## config.mk

```make
export PLATFORM = sky130hd
export DESIGN_NAME = baggage_drop_ctrl
export DESIGN_NICKNAME = d
export VERILOG_FILES = /design/src/rtl/baggage_drop_ctrl.sv
export SDC_FILE = /design/constraint.sdc
export NUM_CORES = 1
export LEC_CHECK = 0
export BUFFER_PORTS_ARGS = -buffer_cell sky130_fd_sc_hd__buf_2
export CAP_MARGIN = 10
export CORE_ASPECT_RATIO = 1.1
export CORE_MARGIN = 8
export CORE_UTILIZATION = 53
export CTS_CLUSTER_SIZE = 8
export DETAILED_ROUTE_END_ITERATION = 10
export PLACE_DENSITY_LB_ADDON = 0.08
export SLEW_MARGIN = 20
export SYNTH_ARGS = -nofsm -noshare
export SYNTH_HDL_FRONTEND = slang
export SYNTH_SLANG_ARGS = --single-unit
```

## constraint.sdc

```tcl
create_clock -name clk -period 2.8 [get_ports clk]
set_input_delay 0 -clock clk [delete_from_list [all_inputs] [get_ports clk]]
set_output_delay 0 -clock clk [all_outputs]
set_load 0.005 [all_outputs]
```

## src/rtl/baggage_drop_ctrl.sv

```systemverilog
// Baggage drop sequencer: latches four height readings, derives a drop time,
// asks the decision stage for a verdict, then opens the gate or holds a reject.
module baggage_drop_ctrl #(
    parameter int unsigned T_SCALE     = 16,
    parameter int unsigned HOLD_CYCLES = 8
) (
    input  logic        clk,
    input  logic        rst,
    input  logic        start,
    input  logic        abort,
    input  logic [7:0]  sensor1,
    input  logic [7:0]  sensor2,
    input  logic [7:0]  sensor3,
    input  logic [7:0]  sensor4,
    input  logic        drop_activated,
    output logic [15:0] t_act,
    output logic        drop_en,
    output logic        gate_open,
    output logic        busy,
    output logic        done,
    output logic [1:0]  result
);

    localparam logic [15:0] TScale  = 16'(T_SCALE);
    localparam logic [15:0] HoldCnt = 16'(HOLD_CYCLES);

    localparam logic [1:0] ResNone  = 2'b00;
    localparam logic [1:0] ResDrop  = 2'b01;
    localparam logic [1:0] ResHot   = 2'b10;
    localparam logic [1:0] ResNoBag = 2'b11;

    typedef enum logic [2:0] {
        StIdle,
        StCalc,
        StCheck,
        StOpen,
        StReject,
        StDone
    } state_e;

    state_e      state_q, state_d;
    logic [7:0]  s1_q, s1_d, s2_q, s2_d, s3_q, s3_d, s4_q, s4_d;
    logic [15:0] cnt_q, cnt_d;
    logic [15:0] t_act_q, t_act_d;
    logic [1:0]  result_q, result_d;
    logic        drop_en_q, drop_en_d;
    logic        gate_open_q, gate_open_d;
    logic        busy_q, busy_d;
    logic        done_q, done_d;

    logic        pair_a_ok, pair_b_ok;
    logic [9:0]  sum_all;
    logic [8:0]  sum_a, sum_b;
    logic [7:0]  height;

    // Averaged height from whichever sensor pairs are fully populated.
    always_comb begin
        pair_a_ok = (s1_q != 8'd0) && (s3_q != 8'd0);
        pair_b_ok = (s2_q != 8'd0) && (s4_q != 8'd0);
        sum_all   = 10'(s1_q) + 10'(s2_q) + 10'(s3_q) + 10'(s4_q);
        sum_a     = 9'(s1_q) + 9'(s3_q);
        sum_b     = 9'(s2_q) + 9'(s4_q);
        if (pair_a_ok && pair_b_ok) begin
            height = 8'(sum_all >> 2);
        end else if (pair_b_ok) begin
            height = 8'(sum_b >> 1);
        end else begin
            height = 8'(sum_a >> 1);
        end
    end

    always_comb begin
        state_d  = state_q;
        s1_d     = s1_q;
        s2_d     = s2_q;
        s3_d     = s3_q;
        s4_d     = s4_q;
        cnt_d    = cnt_q;
        t_act_d  = t_act_q;
        result_d = result_q;

        unique case (state_q)
            StIdle: begin
                if (start && !abort) begin
                    s1_d     = sensor1;
                    s2_d     = sensor2;
                    s3_d     = sensor3;
                    s4_d     = sensor4;
                    result_d = ResNone;
                    state_d  = StCalc;
                end
            end
            StCalc: begin
                if (!pair_a_ok && !pair_b_ok) begin
                    cnt_d    = HoldCnt;
                    result_d = ResNoBag;
                    state_d  = StReject;
                end else begin
                    t_act_d = 16'(height) * TScale;
                    state_d = StCheck;
                end
            end
            StCheck: begin
                if (drop_activated) begin
                    cnt_d   = t_act_q;
                    state_d = StOpen;
                end else begin
                    cnt_d    = HoldCnt;
                    result_d = ResHot;
                    state_d  = StReject;
                end
            end
            StOpen: begin
                if (cnt_q <= 16'd1) begin
                    result_d = ResDrop;
                    state_d  = StDone;
                end else begin
                    cnt_d = cnt_q - 16'd1;
                end
            end
            StReject: begin
                if (cnt_q <= 16'd1) begin
                    state_d = StDone;
                end else begin
                    cnt_d = cnt_q - 16'd1;
                end
            end
            StDone: begin
                state_d = StIdle;
            end
            default: begin
                state_d = StIdle;
            end
        endcase

        if (abort && (state_q != StIdle)) begin
            state_d  = StIdle;
            result_d = ResNone;
        end

        // Registered outputs decoded from the next state; a no-bag reject keeps
        // the decision stage disabled.
        busy_d      = (state_d != StIdle);
        gate_open_d = (state_d == StOpen);
        done_d      = (state_d == StDone);
        drop_en_d   = (state_d == StCheck) || (state_d == StOpen) ||
                      ((state_d == StReject) && (result_d == ResHot));
    end

    always_ff @(posedge clk) begin
        if (rst) begin
            state_q     <= StIdle;
            s1_q        <= 8'd0;
            s2_q        <= 8'd0;
            s3_q        <= 8'd0;
            s4_q        <= 8'd0;
            cnt_q       <= 16'd0;
            t_act_q     <= 16'd0;
            result_q    <= ResNone;
            drop_en_q   <= 1'b0;
            gate_open_q <= 1'b0;
            busy_q      <= 1'b0;
            done_q      <= 1'b0;
        end else begin
            state_q     <= state_d;
            s1_q        <= s1_d;
            s2_q        <= s2_d;
            s3_q        <= s3_d;
            s4_q        <= s4_d;
            cnt_q       <= cnt_d;
            t_act_q     <= t_act_d;
            result_q    <= result_d;
            drop_en_q   <= drop_en_d;
            gate_open_q <= gate_open_d;
            busy_q      <= busy_d;
            done_q      <= done_d;
        end
    end

    assign t_act     = t_act_q;
    assign drop_en   = drop_en_q;
    assign gate_open = gate_open_q;
    assign busy      = busy_q;
    assign done      = done_q;
    assign result    = result_q;

endmodule

```

==> results.sh, run 1 <==
export IMPL_report_final_slew_viol_count=0
export IMPL_grt_overflow_total=0
export IMPL_syn_area_um2=4310
export IMPL_p_leak_nw=2.35
export IMPL_synth_edf_count=0
export IMPL_rsz0062_at_grt="yes"
export IMPL_drive_gt1_share_pct=21.5
export IMPL_grt_max_degree=59
export IMPL_hold_start="rst"
export IMPL_ff2ff_setup_slack_ps=-240
export IMPL_final_nets=730
export IMPL_port_buffer_count=50
export IMPL_cts_tree="yes"
export IMPL_postSynthAreaPerCell_um2=7.92
export IMPL_antenna_found_initial=0
export IMPL_peakVddDrop_mv=0.322
export IMPL_fillerInstances=676
export IMPL_skew_ps=10.4
export IMPL_cts_root_buf="clkbuf_8"
export IMPL_crit_type="reg2reg"
export IMPL_clk_path_buf_depth=2
export IMPL_drcViolationCount=0
export IMPL_insertion_delay_ps=340
export IMPL_finalPower_mw=2.60
export IMPL_tightestPinTransition_ps=607
export IMPL_reg2reg_depth=11
export IMPL_rows=34
export IMPL_maxSlewHeadroom_pct=59.5
export IMPL_crit_path_end_kind="flip-flop"
export IMPL_wl_per_cell_um=16.0
export IMPL_fin_area_um2=5520
export IMPL_antenna_cells=0
export IMPL_status="complete, but fails checks"
export IMPL_r2r_end="t_act[11]"
export IMPL_die_area_um2=11300
export IMPL_min_period_over_period_pct=109
export IMPL_clk_pin_slew_ps=70
export IMPL_violations="negative setup slack"
export IMPL_grt_pass1_vias=4306
export IMPL_cp_arrival_ps=3290
export IMPL_grt_pass1_wl_mm=19.9
export IMPL_io_pins=59
export IMPL_dp_slack_ps=-277
export IMPL_regArea_um2=1310
export IMPL_synthArstFlopShare_pct=0
export IMPL_coreArea_um2=7910
export IMPL_vias=4206
export IMPL_timing_final_ws_setup_ps=-240
export IMPL_initial_core_util_pct=54.4
export IMPL_slowest_delay_ps=510
export IMPL_drv_cap=0
export IMPL_cp_depth=11
export IMPL_worstHoldPathType="in2reg"
export IMPL_routed_wl_mm=12.3
export IMPL_ys_ff_latch=65
export IMPL_dieHeight_um=111
export IMPL_hold_end="cnt_q[10]"
export IMPL_cp_cell_sequence="fa_1 > fa_1 > nand3b_1 > fa_2 > nand2b_4 > a21oi_2 > o21a_1 > o21a_1 > o21ai_1 > a32o_1 > o41ai_2"
export IMPL_finalHoldViolations=0
export IMPL_multi_input_area_um2=2890
export IMPL_numCtsBuffers=9
export IMPL_min_path_cells=2
export IMPL_power_density_nw_per_um2=471
export IMPL_ys_warn_count=0
export IMPL_gp_congestion=0.890
export IMPL_grt_usage_pct=22.0
export IMPL_postRouteAntennaNets=0
export IMPL_via_per_inst=5.50
export IMPL_drtIter0Drc=146
export IMPL_cp_start_kind="flip-flop"
export IMPL_synth_flop_cell="dfxtp_1"
export IMPL_cp_slowest_cell="fa_1"
export IMPL_worstPathRequired_ps=3050
export IMPL_setup_violations=4
export IMPL_critPathMaxFanout=2
export IMPL_drt_pass1_iterations=4
export IMPL_path_buf_inv=0
export IMPL_ys_types=59
export IMPL_r2r_start="s3_q[1]"
export IMPL_clock_sinks=65
export IMPL_period_needed_ps=3040
export IMPL_htreeDepth=3
export IMPL_yosysSeqAreaShare_pct=30.2
export IMPL_crit_family="adder cells"
export IMPL_die_width_um=102
export IMPL_syn2layout_area_growth_pct=28.2
export IMPL_placed_cell_area_um2=4870
export IMPL_netlist_instances=544
export IMPL_fmax_ghz=0.329
export IMPL_dp_hpwl_mm=8.92
==> placed cells by master (no fill, tap or decap), drive strengths merged, types with 5 or more instances in the layout <==
cell         count
nand2           99
buf             91
a21oi           65
dfxtp           65
nor2            37
dlygate4sd3     33
o21ai           24
ha              23
inv             21
nor3            20
fa              18
xnor2           14
clkbuf          13
nor4            11
nor2b            9
a211oi           9
conb             8
nand2b           8
o21a             7
a22oi            6
and2             5
nand3            5
xor2             5
or2              5
o22ai            5
==> stage by stage <==
step | util, % | hold WS (ps) | TNS [ps] | instances
4_1_cts | 68.6 | 222 | -522 | 764
2_1_floorplan | - | 128 | -127 | 551
5_1_grt | 69.8 | 169 | -1180 | 765
3_3_place_gp | 61.5 | 238 | -344 | 713
3_5_place_dp | 61.5 | 246 | -577 | 713
6_report | 69.8 | 146 | -516 | 765
==> cells in the mapped netlist (5+ instances only) <==
| master | n | share of area (%) |
|---|---|---|
| a21oi_1 | 64 | 7.4 |
| and2_1 | 5 | 0.73 |
| dfxtp_1 | 65 | 30 |
| nor4_1 | 11 | 1.6 |
| o21ai_1 | 8 | 0.93 |
| o21ai_0 | 16 | 1.9 |
| buf_4 | 10 | 1.7 |
| inv_1 | 21 | 1.8 |
| xnor2_1 | 14 | 2.8 |
| nand2b_1 | 8 | 1.2 |
| nor2_1 | 37 | 3.2 |
| a211oi_1 | 8 | 1.4 |
| a22oi_1 | 6 | 1.0 |
| fa_1 | 18 | 8.4 |
| nor3_1 | 19 | 2.2 |
| ha_1 | 23 | 6.7 |
| nor2b_1 | 9 | 1.3 |
| xor2_1 | 5 | 1.0 |
| nand2_1 | 99 | 8.6 |
| o22ai_1 | 5 | 0.73 |
| clkbuf_1 | 23 | 2.0 |
| nand3_1 | 5 | 0.58 |
| o21a_1 | 7 | 1.2 |
==> registers in the layout (all words and copies together), names as in the netlist, 2 cells and up <==
| signal | count |
|---|---|
| state_q | 3 |
| t_act | 8 |
| cnt_q | 16 |
| s4_q | 8 |
| s2_q | 8 |
| s3_q | 8 |
| s1_q | 8 |
| result | 2 |
==> worst reg2reg max path, stage by stage, from the launching register on <==
cell	delay (ps)
dfxtp_2	330
fa_1	490
fa_1	510
nand3b_1	100
fa_2	350
nand2b_4	160
a21oi_2	150
o21a_1	160
o21a_1	160
o21ai_1	70
a32o_1	210
o41ai_2	260
==> metal layers <==
layer  GRT usage [%]  wire length (um)
met1            24.8              5040
met2            38.8              6420
met3            3.96               493
met4            9.90               308
met5               0                 0
==> cells by family (layout without fill, tap and decap cells) <==
family | Yosys count | in the layout | share of synthesized area [%]
simple gates | 219 | 219 | 24.4
flops | 65 | 65 | 30.2
mux | 2 | 2 | 0.465
fa+ha+maj | 41 | 41 | 15.0
compound gates | 142 | 142 | 20.2
other cells | 1 | 8 | 0.0871
buf+inv | 55 | 161 | 5.69
xor+xnor | 19 | 19 | 3.86
==> power by group <==
group	switching, mW	total [mW]	internal, mW
clock	0.364	0.798	0.434
combinational	0.435	0.781	0.346
sequential	0.0495	1.02	0.972
==> worst max-delay path by stage <==
| stage | end | slack [ps] | from |
|---|---|---|---|
| after floorplan | t_act[11] | -130 | s2_q[1] |
| after global placement | t_act[11] | -180 | s2_q[1] |
| after detailed placement | t_act[11] | -280 | s2_q[1] |
| after CTS | t_act[11] | -220 | s3_q[1] |
| after global routing | t_act[11] | -370 | s3_q[1] |
| final | t_act[11] | -240 | s3_q[1] |
==> area by class of cell <==
| class | count | share of cell area, % |
|---|---|---|
| Multi-Input combinational cell | 431 | 52.3 |
| Sequential cell | 65 | 23.7 |
| Timing Repair Buffer | 124 | 16.7 |
| Clock buffer | 13 | 2.70 |
| Tap cell | 108 | 2.45 |
| Inverter | 21 | 1.43 |
| Clock inverter | 3 | 0.725 |
==> repair_timing <==
| item | 4_1_cts | 5_1_grt |
|---|---|---|
| gates cloned | 0 | 0 |
| setup buffers | 2 | 1 |
| hold endpoints to repair | 34 | 0 |
| resized for setup | 8 | 14 |
| pin swaps | 8 | 18 |
| hold buffers | 33 | 0 |
| endpoints found under the setup margin | 4 | 7 |
Power figures use the tool's default switching activity.
==> run 2, diff against run 1 <==
Settings changed: CORE_UTILIZATION 53 to 39, PLACE_DENSITY set to 0.58, PLACE_DENSITY_LB_ADDON 0.08 to not set.
Clock period 2.8 ns to 3.5 ns, I/O delays scaled along.
==> run 2 against run 1 <==
  * The run now ends clean
  * Largest cell class unchanged
  * Sequential share of layout area rose by 1.0 points
  * Non-clock buffer count shrank 35
  * Maximum frequency down 6.3%
==> results.sh, run 2 (synthesis gave the netlist of run 1 again) <==
export IMPL_status="completed"
export IMPL_cp_cell_sequence="fa_1 > fa_1 > inv_1 > fa_1 > nand2b_1 > a21oi_2 > o21a_1 > o21a_1 > o21ai_0 > a32o_1 > o41ai_1"
export IMPL_initial_core_util_pct=39.7
export IMPL_peakVddDrop_mv=0.429
export IMPL_min_period_over_period_pct=92.7
export IMPL_dieHeight_um=126
export IMPL_tightestPinTransition_ps=1080
export IMPL_grt_usage_pct=16.9
export IMPL_finalHoldViolations=0
export IMPL_cts_tree="yes"
export IMPL_rows=40
export IMPL_r2r_end="t_act[11]"
export IMPL_via_per_inst=5.26
export IMPL_clock_sinks=65
export IMPL_grt_max_degree=59
export IMPL_io_pins=59
export IMPL_drv_cap=0
export IMPL_grt_pass1_vias=3975
export IMPL_placed_cell_area_um2=4650
export IMPL_drt_pass1_iterations=4
export IMPL_routed_wl_mm=11.7
export IMPL_wl_per_cell_um=15.2
export IMPL_fillerInstances=1079
export IMPL_reg2reg_depth=11
export IMPL_grt_pass1_wl_mm=19.7
export IMPL_cp_slowest_cell="fa_1"
export IMPL_worstPathRequired_ps=3740
export IMPL_die_width_um=116
export IMPL_drive_gt1_share_pct=14.5
export IMPL_gp_congestion=0.896
export IMPL_maxSlewHeadroom_pct=27.7
export IMPL_antenna_cells=0
export IMPL_p_leak_nw=2.16
export IMPL_antenna_found_initial=0
export IMPL_worstHoldPathType="in2reg"
export IMPL_cp_common_cell="fa_1"
export IMPL_cts_root_buf="clkbuf_16"
export IMPL_top_register="cnt_q"
export IMPL_slowest_delay_ps=550
export IMPL_vias=4042
export IMPL_crit_path_end_kind="flip-flop"
export IMPL_regArea_um2=1310
export IMPL_fmax_ghz=0.308
export IMPL_ff2ff_setup_slack_ps=260
export IMPL_die_area_um2=14700
export IMPL_multi_input_area_um2=2790
export IMPL_fin_area_um2=5280
export IMPL_clk_path_buf_depth=2
export IMPL_layout_commonest_cell="nand2_1"
export IMPL_rsz0062_at_grt="no"
export IMPL_largest_reg_flops=16
export IMPL_postRouteAntennaNets=0
export IMPL_setup_violations=0
export IMPL_insertion_delay_ps=340
export IMPL_final_nets=695
export IMPL_crit_type="reg2reg"
export IMPL_skew_ps=8.52
export IMPL_hold_end="gate_open"
export IMPL_period_needed_ps=3240
export IMPL_power_density_nw_per_um2=428
export IMPL_critPathMaxFanout=4
export IMPL_cp_start_kind="flip-flop"
export IMPL_htreeDepth=3
export IMPL_fin_tns_setup_ps=0
export IMPL_clk_pin_slew_ps=60
export IMPL_grt_overflow_total=0
export IMPL_syn2layout_area_growth_pct=22.7
export IMPL_report_final_slew_viol_count=0
export IMPL_port_buffer_count=50
export IMPL_numCtsBuffers=9
export IMPL_r2r_start="s1_q[2]"
export IMPL_most_common_layout_cells="nand2_1 (99), a21oi_1 (63), dfxtp_1 (62)"
export IMPL_cts_setup_buffers=0
export IMPL_drtIter0Drc=191
export IMPL_drcViolationCount=0
export IMPL_min_path_cells=4
export IMPL_cp_arrival_ps=3480
export IMPL_dp_hpwl_mm=8.80
export IMPL_hold_start="drop_activated"
export IMPL_coreArea_um2=10900
[run 2: worst max-delay path, delay by kind of cell, from the launching register on]
kind	cells	cell delay (ps)
AO/OA/AOI/OAI	6	1010
AND/OR/NAND/NOR	1	190
adder cells (fa/ha/maj)	3	1520
flip-flops	1	350
buffers and inverters	1	70
[run 2: per-stage QoR]
stage	std cells	total power [mW]	setup slack [ps]	util [%]	hold slack (ps)
floorplan	551	1.21	445	-	136
global placement	720	1.34	311	42.8	240
detailed placement	720	1.34	223	42.8	248
CTS	769	2.28	192	48.6	244
global route	769	2.39	31.5	48.7	286
finish	769	2.26	256	48.7	282
[run 2: worst max-delay path by stage]
stage / startpoint / to / slack [ps] / depth (start not counted)
5_1_grt: s1_q[2] / t_act[11] / 30 / 11
3_3_place_gp: s2_q[2] / t_act[11] / 310 / 11
2_1_floorplan: s1_q[2] / t_act[11] / 450 / 11
6_report: s1_q[2] / t_act[11] / 260 / 11
3_5_place_dp: s2_q[1] / t_act[11] / 220 / 11
4_1_cts: s2_q[1] / t_act[11] / 190 / 11
[run 2: metal layers]
layer  routed length, um  global-route usage, %  vias up
li1                    -                      -     2036
met1                5240                   20.7     1898
met2                5710                   27.7       83
met3                 464                   3.44       25
met4                 297                   7.49        0
met5                   0                      0        -
[run 2: final cells by class]
class,count,area share [%]
Multi-Input combinational cell,431,52.9
Sequential cell,65,24.7
Timing Repair Buffer,89,11.8
Clock buffer,11,4.59
Tap cell,147,3.48
Inverter,21,1.49
Clock inverter,5,1.04
[run 2: power breakdown]
group	leakage [nW]	switching, mW	internal, mW
clock	0.142	0.334	0.568
combinational	1.49	0.305	0.226
sequential	0.529	0.0509	0.779
total	2.16	0.690	1.57
[run 2: timing repair]
item | CTS | global route
hold buffers | 33 | 0
gates resized for setup | 0 | 4
hold endpoints to repair | 34 | 0
endpoints found under the setup margin | 0 | 1
==> run 3, diff against run 2 <==
Settings changed: CTS_BUF_LIST set to sky130_fd_sc_hd__clkbuf_4 sky130_fd_sc_hd__clkbuf_8.
==> run 3 against run 2 <==
  * Global-route usage is 0.13 points higher
  * Die area stayed put
  * Combinational power hardly changed
  * Sequential power hardly changed
  * Critical path depth stayed put
  * Largest cell class unchanged
  * Largest power group is now sequential cells
  * Clock skew is 3.6 ps higher
  * Sequential share of layout area is 0.46 points higher
  * Routed wire length is 0.42% higher
==> results.sh, run 3 (synthesis gave the netlist of run 1 again) <==
export IMPL_coreArea_um2=10900
export IMPL_syn2layout_area_growth_pct=20.4
export IMPL_maxSlewHeadroom_pct=28.2
export IMPL_drtIter0Drc=225
export IMPL_layout_commonest_cell="nand2_1"
export IMPL_dieHeight_um=126
export IMPL_finalHoldViolations=0
export IMPL_dp_slack_ps=223
export IMPL_placed_cell_area_um2=4650
export IMPL_most_common_layout_cells="nand2_1 (99), a21oi_1 (63), dfxtp_1 (62)"
export IMPL_status="completed"
export IMPL_grt_max_degree=59
export IMPL_antenna_cells=0
export IMPL_timing_final_ws_setup_ps=255
export IMPL_worstPathRequired_ps=3770
export IMPL_grt_pass1_vias=3980
export IMPL_grt_usage_pct=17.0
export IMPL_final_nets=695
export IMPL_clock_sinks=65
export IMPL_power_density_nw_per_um2=389
export IMPL_gp_congestion=0.896
export IMPL_critPathMaxFanout=4
export IMPL_drt_pass1_iterations=4
export IMPL_cp_slowest_cell="fa_1"
export IMPL_p_leak_nw=2.11
export IMPL_io_pins=59
export IMPL_initial_core_util_pct=39.7
export IMPL_fin_tns_setup_ps=0
export IMPL_cp_arrival_ps=3510
export IMPL_fin_area_um2=5190
export IMPL_clk_path_buf_depth=2
export IMPL_drv_cap=0
export IMPL_die_width_um=116
export IMPL_min_period_over_period_pct=92.7
export IMPL_grt_overflow_total=0
export IMPL_antenna_found_initial=0
export IMPL_tightestPinTransition_ps=1080
export IMPL_routed_wl_mm=11.8
export IMPL_die_area_um2=14700
export IMPL_cts_tree="yes"
export IMPL_largest_reg_flops=16
export IMPL_dp_hpwl_mm=8.80
export IMPL_peakVddDrop_mv=0.275
export IMPL_crit_type="reg2reg"
export IMPL_top_register="cnt_q"
export IMPL_port_buffer_count=50
export IMPL_cp_start_kind="flip-flop"
export IMPL_cp_cell_sequence="fa_1 > fa_1 > inv_1 > fa_1 > nand2b_1 > a21oi_2 > o21a_1 > o21a_1 > o21ai_0 > a32o_1 > o41ai_1"
export IMPL_drive_gt1_share_pct=14.6
export IMPL_via_per_inst=5.26
export IMPL_postRouteAntennaNets=0
export IMPL_cts_root_buf="clkbuf_8"
export IMPL_period_needed_ps=3250
export IMPL_crit_path_end_kind="flip-flop"
export IMPL_skew_ps=12.1
export IMPL_grt_pass1_wl_mm=19.8
export IMPL_slowest_delay_ps=550
export IMPL_setup_violations=0
export IMPL_drcViolationCount=0
export IMPL_wl_per_cell_um=15.3
export IMPL_insertion_delay_ps=370
export IMPL_rsz0062_at_grt="no"
export IMPL_numCtsBuffers=9
export IMPL_cp_common_cell="fa_1"
export IMPL_fmax_ghz=0.308
export IMPL_htreeDepth=3
export IMPL_report_final_slew_viol_count=0
export IMPL_rows=40
export IMPL_vias=4045
export IMPL_worstHoldPathType="in2reg"
export IMPL_clk_pin_slew_ps=80
-- run 3: cell counts in the layout (fill, tap and decap cells not counted) --
No cell type changed its count.
-- run 3: critical path, delay by kind of cell (launching register included) --
family	cells	cell delay, ps
simple gates	1	190
buf+inv	1	70
flops	1	350
fa+ha+maj	3	1520
compound gates	6	1010
-- run 3: per-layer routing --
metal | routed length (um) | global-route usage, %
met1 | 5240 | 20.7
met2 | 5800 | 28.1
met3 | 495 | 3.59
met4 | 232 | 7.41
met5 | 0 | 0
-- run 3: final timing paths --
path	from	end	slack [ps]	cells past startpoint
worst max-delay path	s1_q[2]	t_act[11]	250	11
worst min-delay path	drop_activated	gate_open	230	4
worst max register to register	s1_q[2]	t_act[11]	250	11
worst min register to register	t_act[7]	t_act[7]	480	2
-- run 3: repair_timing --
item | in CTS | in global routing
setup buffers | 0 | 0
hold endpoints to repair | 34 | 0
resized for setup | 0 | 4
setup endpoints to repair | 0 | 1
hold buffers | 33 | 0
-- run 3: power by group --
part	internal, mW	switching [mW]
clock network	0.353	0.306
registers	0.777	0.0510
logic	0.226	0.305
total	1.36	0.662
-- run 3: stage by stage --
stage / total power, mW / utilization [%] / hold slack, ps / instances
after global placement: 1.34 / 42.8 / 240 / 720
after floorplan: 1.21 / - / 136 / 551
after detailed placement: 1.34 / 42.8 / 248 / 720
after CTS: 2.04 / 47.7 / 202 / 769
final: 2.02 / 47.8 / 234 / 769
after global routing: 2.15 / 47.8 / 243 / 769
-- run 3: layout make-up --
cell class / count / area (um2)
flip-flops and latches: 65 / 1310
repair buffers: 89 / 626
well taps: 147 / 184
fillers: 1089 / 5670
clock inverters: 5 / 55.1
inverters: 21 / 78.8
clock buffers: 11 / 145
multi-input cells: 431 / 2790
